**src/rtl/div_unit.sv**
```systemverilog
// Iterative radix-2 restoring divider (DIV/DIVU) with its sequencing FSM.
// Result is packed {remainder, quotient} and held in END until the requester drops start_i.
module div_unit #(
    parameter int DATA_W = 32
) (
    input  logic                  clk,
    input  logic                  rst,
    input  logic                  signed_div_i,
    input  logic [DATA_W-1:0]     opdata1_i,
    input  logic [DATA_W-1:0]     opdata2_i,
    input  logic                  start_i,
    input  logic                  annul_i,
    output logic [2*DATA_W-1:0]   result_o,
    output logic                  ready_o,
    output logic                  busy_o,
    output logic [1:0]            state_o
);
    // Handshake: start_i is a level request held with stable operands until ready_o
    // is seen; ready_o/result_o stay valid until start_i is sampled low, then clear.
    localparam int CNT_W = $clog2(DATA_W) + 1;

    typedef enum logic [1:0] {
        S_FREE    = 2'd0,
        S_DIVZERO = 2'd1,
        S_ON      = 2'd2,
        S_END     = 2'd3
    } state_t;

    state_t              state;
    logic [CNT_W-1:0]    cnt;
    logic [DATA_W:0]     rem_r;
    logic [DATA_W-1:0]   quo_r;
    logic [DATA_W-1:0]   b_mag;
    logic                sa;
    logic                sb;
    logic                sgn;

    logic [DATA_W-1:0]   a_in_mag;
    logic [DATA_W-1:0]   b_in_mag;
    logic [DATA_W:0]     trial;
    logic [DATA_W-1:0]   quo_fix;
    logic [DATA_W-1:0]   rem_fix;

    always_comb begin
        a_in_mag = (signed_div_i && opdata1_i[DATA_W-1]) ? -opdata1_i : opdata1_i;
        b_in_mag = (signed_div_i && opdata2_i[DATA_W-1]) ? -opdata2_i : opdata2_i;
        trial    = {rem_r[DATA_W-1:0], quo_r[DATA_W-1]} - {1'b0, b_mag};
        // Remainder follows the dividend's sign; 0x80000000/-1 wraps naturally.
        quo_fix  = (sgn && (sa ^ sb)) ? -quo_r : quo_r;
        rem_fix  = (sgn && sa) ? -rem_r[DATA_W-1:0] : rem_r[DATA_W-1:0];
    end

    assign busy_o  = (state == S_ON) || (state == S_DIVZERO);
    assign state_o = state;

    always_ff @(posedge clk) begin
        if (rst) begin
            state    <= S_FREE;
            cnt      <= '0;
            result_o <= '0;
            ready_o  <= 1'b0;
            rem_r    <= '0;
            quo_r    <= '0;
            b_mag    <= '0;
            sa       <= 1'b0;
            sb       <= 1'b0;
            sgn      <= 1'b0;
        end else if (annul_i && state != S_FREE) begin
            state    <= S_FREE;
            cnt      <= '0;
            result_o <= '0;
            ready_o  <= 1'b0;
        end else begin
            case (state)
                S_FREE: begin
                    if (start_i && !annul_i) begin
                        if (opdata2_i == '0) begin
                            state <= S_DIVZERO;
                        end else begin
                            sa    <= signed_div_i & opdata1_i[DATA_W-1];
                            sb    <= signed_div_i & opdata2_i[DATA_W-1];
                            sgn   <= signed_div_i;
                            rem_r <= '0;
                            quo_r <= a_in_mag;
                            b_mag <= b_in_mag;
                            cnt   <= '0;
                            state <= S_ON;
                        end
                    end
                end
                S_DIVZERO: begin
                    result_o <= '0;
                    ready_o  <= 1'b1;
                    state    <= S_END;
                end
                S_ON: begin
                    if (cnt != CNT_W'(DATA_W)) begin
                        if (!trial[DATA_W]) begin
                            rem_r <= trial;
                            quo_r <= {quo_r[DATA_W-2:0], 1'b1};
                        end else begin
                            rem_r <= {rem_r[DATA_W-1:0], quo_r[DATA_W-1]};
                            quo_r <= {quo_r[DATA_W-2:0], 1'b0};
                        end
                        cnt <= cnt + CNT_W'(1);
                    end else begin
                        result_o <= {rem_fix, quo_fix};
                        ready_o  <= 1'b1;
                        state    <= S_END;
                    end
                end
                S_END: begin
                    if (!start_i) begin
                        state    <= S_FREE;
                        ready_o  <= 1'b0;
                        result_o <= '0;
                    end
                end
                default: state <= S_FREE;
            endcase
        end
    end
endmodule

```
**config.mk**
```make
export PLATFORM = sky130hd
export DESIGN_NAME = div_unit
export DESIGN_NICKNAME = d
export VERILOG_FILES = /design/src/rtl/div_unit.sv
export SDC_FILE = /design/constraint.sdc
export NUM_CORES = 1
export LEC_CHECK = 0
export BUFFER_PORTS_ARGS = -buffer_cell sky130_fd_sc_hd__buf_4
export CAP_MARGIN = 10
export CORE_ASPECT_RATIO = 1.1
export CORE_UTILIZATION = 30
export CTS_BUF_LIST = sky130_fd_sc_hd__clkbuf_8 sky130_fd_sc_hd__clkbuf_16
export DETAILED_ROUTE_END_ITERATION = 8
export PLACE_DENSITY = 0.46
export SLEW_MARGIN = 20
export SYNTH_ARGS = -nofsm -noshare
export SYNTH_HDL_FRONTEND = slang
export SYNTH_SLANG_ARGS = --single-unit
```
**constraint.sdc**
```tcl
create_clock -name clk -period 4.6 [get_ports clk]
set_input_delay 0.46 -clock clk [delete_from_list [all_inputs] [get_ports clk]]
set_output_delay 0.46 -clock clk [all_outputs]
set_load 0.03 [all_outputs]
```
==> results.yml <==
cts:
  clkLatencyLatePin_ps: 440
  cts_resized: 0
  cts.clk_slew.worst_paths_ps: 70
  cts_buffer_depth: 2
  cts_hold_buf: 0
  htree_num_levels: 4
  clock_tree_from_tritoncts: "built"
  tritoncts_num_sinks: 172
  cts_root_buf: "sky130_fd_sc_hd__clkbuf_16"
  numCtsBuffers: 17
  post_cts_setup_bufs: 0
drt:
  drt_wl_total_um: 33600
  antenna_violating_nets_post_route: 0
  avgViaCountPerCell: 5.058
  route.detailed.wl_per_inst_um: 16.55
  num_vias: 10270
  drt_pass1_iterations: 5
  drc: 0
  first_iter_violations: 519
run:
  max_cap_violations: 0
sta:
  finalSetupViolations: 0
  unrepaired_setup_endpoints_after_global_routing: "no"
  max_freq_mhz: 287.6
  tightestPinTransition_ps: 874.6
  fin_crit_ps: 3477
  drv_slew: 0
  timing.max_slew.rel_slack_pct: 40.93
  fin_tns_setup_ps: 0
  post-route-period-util_pct: 75.58
  finalHoldViolCount: 0
  final.setup_skew_ps: 13.44
grt:
  global_route.usage.total_pct: 18.12
  globalRoute.totalOverflow: 0
  first_pass_grt_wire_length_um: 53580
  grt_start_max_net_pins: 71
  grt_antenna_before_repair: 0
  grt_pass1_vias: 9729
yosys:
  ys.flop_type: "sky130_fd_sc_hd__dfxtp_1"
  post_synth.cell_area_avg_um2: 7.656
  synth.mux.area_fraction_pct: 2.434
  yosys.area_share.adder_pct: 4.801
  post_synth_edffs: 0
  synthesis.yosys.warnings: 0
  postSynthNetCount: 1561
  dominant_combinational_cell_family_by_area_after_synthesis: "compound AO/OA/AOI/OAI gates"
  synth_simple_gate_area_share_pct: 20.65
  synth_xor_area_share_pct: 11.60
  number_of_synthesized_register_bits: 172
  synth.cell_area_um2: 11100
  synth_largest_area_cell: "sky130_fd_sc_hd__dfxtp_1"
  synth-compound-area-share_pct: 24.04
  synth-seq-area-share_pct: 31.02
  post_synth_main_area_contributors: "sky130_fd_sc_hd__dfxtp_1 (31%), sky130_fd_sc_hd__xnor2_1 (6.8%), sky130_fd_sc_hd__nand2_1 (6.1%)"
  post_synth_num_cell_types: 74
  postSynth.asyncResetShare_pct: 0
  area_share_of_the_largest_cell_type_after_synthesis_pct: 31.02
  synthesis.instances: 1450
layout:
  final_net_count: 1641
  final_util_pct: 35.98
  layout_commonest_cell: "sky130_fd_sc_hd__nand2_1"
  most_frequent_cells_in_the_layout: "sky130_fd_sc_hd__nand2_1 (180), sky130_fd_sc_hd__dfxtp_1 (172), sky130_fd_sc_hd__nor2_1 (158), sky130_fd_sc_hd__buf_4 (150), sky130_fd_sc_hd__a21oi_1 (119)"
  design_area_um2: 13050
  filler_cell_count: 3880
  num_antenna_cells: 0
  share_of_post_route_cells_with_drive_strength_above_1_pct: 14.13
  number_of_cells_in_the_finished_layout_apart_from_fillers: 2030
  layout-area-overhead-vs-synth_pct: 17.51
setup_path:
  r2r_depth: 12
  data_arrival_time_of_the_critical_path_ps: 3840
  crit_required_ps: 4970
  max_stage_delay_ps: 800
  cp_cell_sequence: "inv_1, ha_1, fa_1, nand2b_1, a21oi_1, o221ai_1, o311ai_0, a31oi_1, o21ai_0, xor2_1, mux2i_1, o21ai_0"
  r2r_slack_ps: 1120
  timing.critical_path.mode_cell: "sky130_fd_sc_hd__o21ai_0"
  worst_path_dominant_cell_family: "compound AO/OA/AOI/OAI gates"
  cp.buffers_inverters: 1
  crit_path_category: "reg2reg"
  slowest_stage: "sky130_fd_sc_hd__o311ai_0"
  cp_max_fo: 4
  critical_path_cell_count: 12
  setup.worst_path.start_class: "flip-flop"
  worst_r2r_endpoint: "rem_r[30]$_SDFFE_PP0P_"
  worstReg2RegStart: "quo_r[31]$_SDFFE_PP0P_"
  crit_path_end_kind: "flip-flop"
die:
  initial_utilization_pct: 30.62
  core.rowCount: 73
  floorplan.die_area_um2: 37780
  overall_die_height_um: 203.8
  top_level_pins: 137
  die_w_um: 185.4
  core_um2: 36260
min_path:
  worstHoldStart: "opdata2_i[0]"
  hold_path_depth: 3
  min_delay_worst_endpoint: "b_mag[0]$_SDFFE_PP0P_"
  timing.hold.worst.class: "in2reg"
pwr:
  p_leak_nw: 5.023
  pwr_density_cell_nw_per_um2: 425.2
  power.switching_fraction_pct: 41.70
  combinationalPowerShare_pct: 39.2
  share_clk_of_total_power_pct: 26.2
  power.internal_w: 0.003234
  seqPwrFrac_pct: 34.6
  report.power.total_w: 0.005548
  ir_worst_vdd_mv: 0.2246
  net_switching_w: 0.002314
place:
  inst_count_dp: 1998
  place_hpwl_um: 25410
  place_area_um2: 12470
  finalWeightedCongestion: 0.8471
  io_buffers: 136
outcome:
  run_status: "finished clean"
==> worst register-to-register path, stage by stage (launching register included) <==
cell,delay (ps)
sky130_fd_sc_hd__dfxtp_1,360
sky130_fd_sc_hd__inv_1,80
sky130_fd_sc_hd__ha_1,230
sky130_fd_sc_hd__fa_1,380
sky130_fd_sc_hd__nand2b_1,200
sky130_fd_sc_hd__a21oi_1,220
sky130_fd_sc_hd__o221ai_1,260
sky130_fd_sc_hd__o311ai_0,800
sky130_fd_sc_hd__a31oi_1,250
sky130_fd_sc_hd__o21ai_0,240
sky130_fd_sc_hd__xor2_1,170
sky130_fd_sc_hd__mux2i_1,80
sky130_fd_sc_hd__o21ai_0,150
==> routing by layer <==
layer / wire [um] / up-vias / track usage, %
met1: 15600 / 4766 / 23.55
met2: 16290 / 201 / 31.06
li1: - / 5272 / -
met4: 523 / 0 / 5.106
met3: 1190 / 29 / 2.357
met5: 0 / - / 0
==> sequential cells by signal, summed over array words and instances (netlist names) <==
name	cells
rem_r	32
sgn	1
ready_o	1
result_o	64
sa	1
state_o	2
cnt	6
sb	1
quo_r	32
b_mag	32
==> Yosys cell counts (3+ instances only) <==
cell type                  number
sky130_fd_sc_hd__nor4_1        11
sky130_fd_sc_hd__a22oi_1       36
sky130_fd_sc_hd__and2_1         6
sky130_fd_sc_hd__o31ai_1       22
sky130_fd_sc_hd__or4_1         10
sky130_fd_sc_hd__o21ai_1        4
sky130_fd_sc_hd__a21oi_1      120
sky130_fd_sc_hd__nand2_1      180
sky130_fd_sc_hd__o41ai_1       10
sky130_fd_sc_hd__nand3_1       29
sky130_fd_sc_hd__nor3_1        32
sky130_fd_sc_hd__nand4_1        4
sky130_fd_sc_hd__o31a_1         3
sky130_fd_sc_hd__a31oi_1       12
sky130_fd_sc_hd__or4_4          3
sky130_fd_sc_hd__o21ai_0      108
sky130_fd_sc_hd__mux2i_1       27
sky130_fd_sc_hd__buf_2         11
sky130_fd_sc_hd__clkbuf_1      67
sky130_fd_sc_hd__nand2b_1      12
sky130_fd_sc_hd__inv_1         55
sky130_fd_sc_hd__nor2_1       160
sky130_fd_sc_hd__dfxtp_1      172
sky130_fd_sc_hd__buf_4          6
sky130_fd_sc_hd__xor2_1        61
sky130_fd_sc_hd__a21o_1        21
sky130_fd_sc_hd__o21bai_1       3
sky130_fd_sc_hd__or2_2          5
sky130_fd_sc_hd__and3_1         6
sky130_fd_sc_hd__o22ai_1        3
sky130_fd_sc_hd__ha_1          41
sky130_fd_sc_hd__nor2b_1        5
sky130_fd_sc_hd__o211ai_1       9
sky130_fd_sc_hd__or3_1         13
sky130_fd_sc_hd__a211oi_1      45
sky130_fd_sc_hd__buf_6          4
sky130_fd_sc_hd__xnor2_1       86
==> per-stage QoR <==
stage	hold WS (ps)	setup slack, ps
finish	291.3	1123
global route	284.8	846.2
CTS	280.7	1132
detailed placement	447.0	857.2
global placement	440.8	895.5
floorplan	449.6	1746
==> power by group through the flow <==
stage               registers (W)  clock network [W]  logic [W]
floorplan                 0.00188                  0    0.00165
global placement          0.00195                  0    0.00218
detailed placement        0.00196                  0    0.00218
CTS                       0.00192            0.00150    0.00219
global route              0.00195            0.00156    0.00244
finish                    0.00192            0.00146    0.00217
==> worst max-delay path by stage <==
| stage | endpoint | start |
|---|---|---|
| finish | rem_r[30]$_SDFFE_PP0P_ | quo_r[31]$_SDFFE_PP0P_ |
| global route | rem_r[17]$_SDFFE_PP0P_ | quo_r[31]$_SDFFE_PP0P_ |
| CTS | rem_r[17]$_SDFFE_PP0P_ | quo_r[31]$_SDFFE_PP0P_ |
| detailed placement | quo_r[0]$_SDFFE_PP0P_ | opdata2_i[0] |
| global placement | quo_r[0]$_SDFFE_PP0P_ | opdata2_i[0] |
| floorplan | rem_r[21]$_SDFFE_PP0P_ | quo_r[31]$_SDFFE_PP0P_ |
==> area by class of cell <==
class | count | area, um2 | area share (%)
Clock buffer | 17 | 425.4 | 3.261
Timing Repair Buffer | 150 | 1126 | 8.631
Tap cell | 487 | 609.3 | 4.671
Clock inverter | 15 | 152.6 | 1.170
Sequential cell | 172 | 3443 | 26.39
Multi-Input combinational cell | 1134 | 7083 | 54.29
Inverter | 55 | 206.4 | 1.582
==> logic make-up (layout without fill, tap and decap cells) <==
group,Yosys count,after routing
mux,27,27
fa+ha+maj,42,42
buf+inv,144,237
simple gates,497,497
compound gates,421,421
flops,172,172
xor+xnor,147,147
No activity file was read; power rests on OpenSTA's default activity.
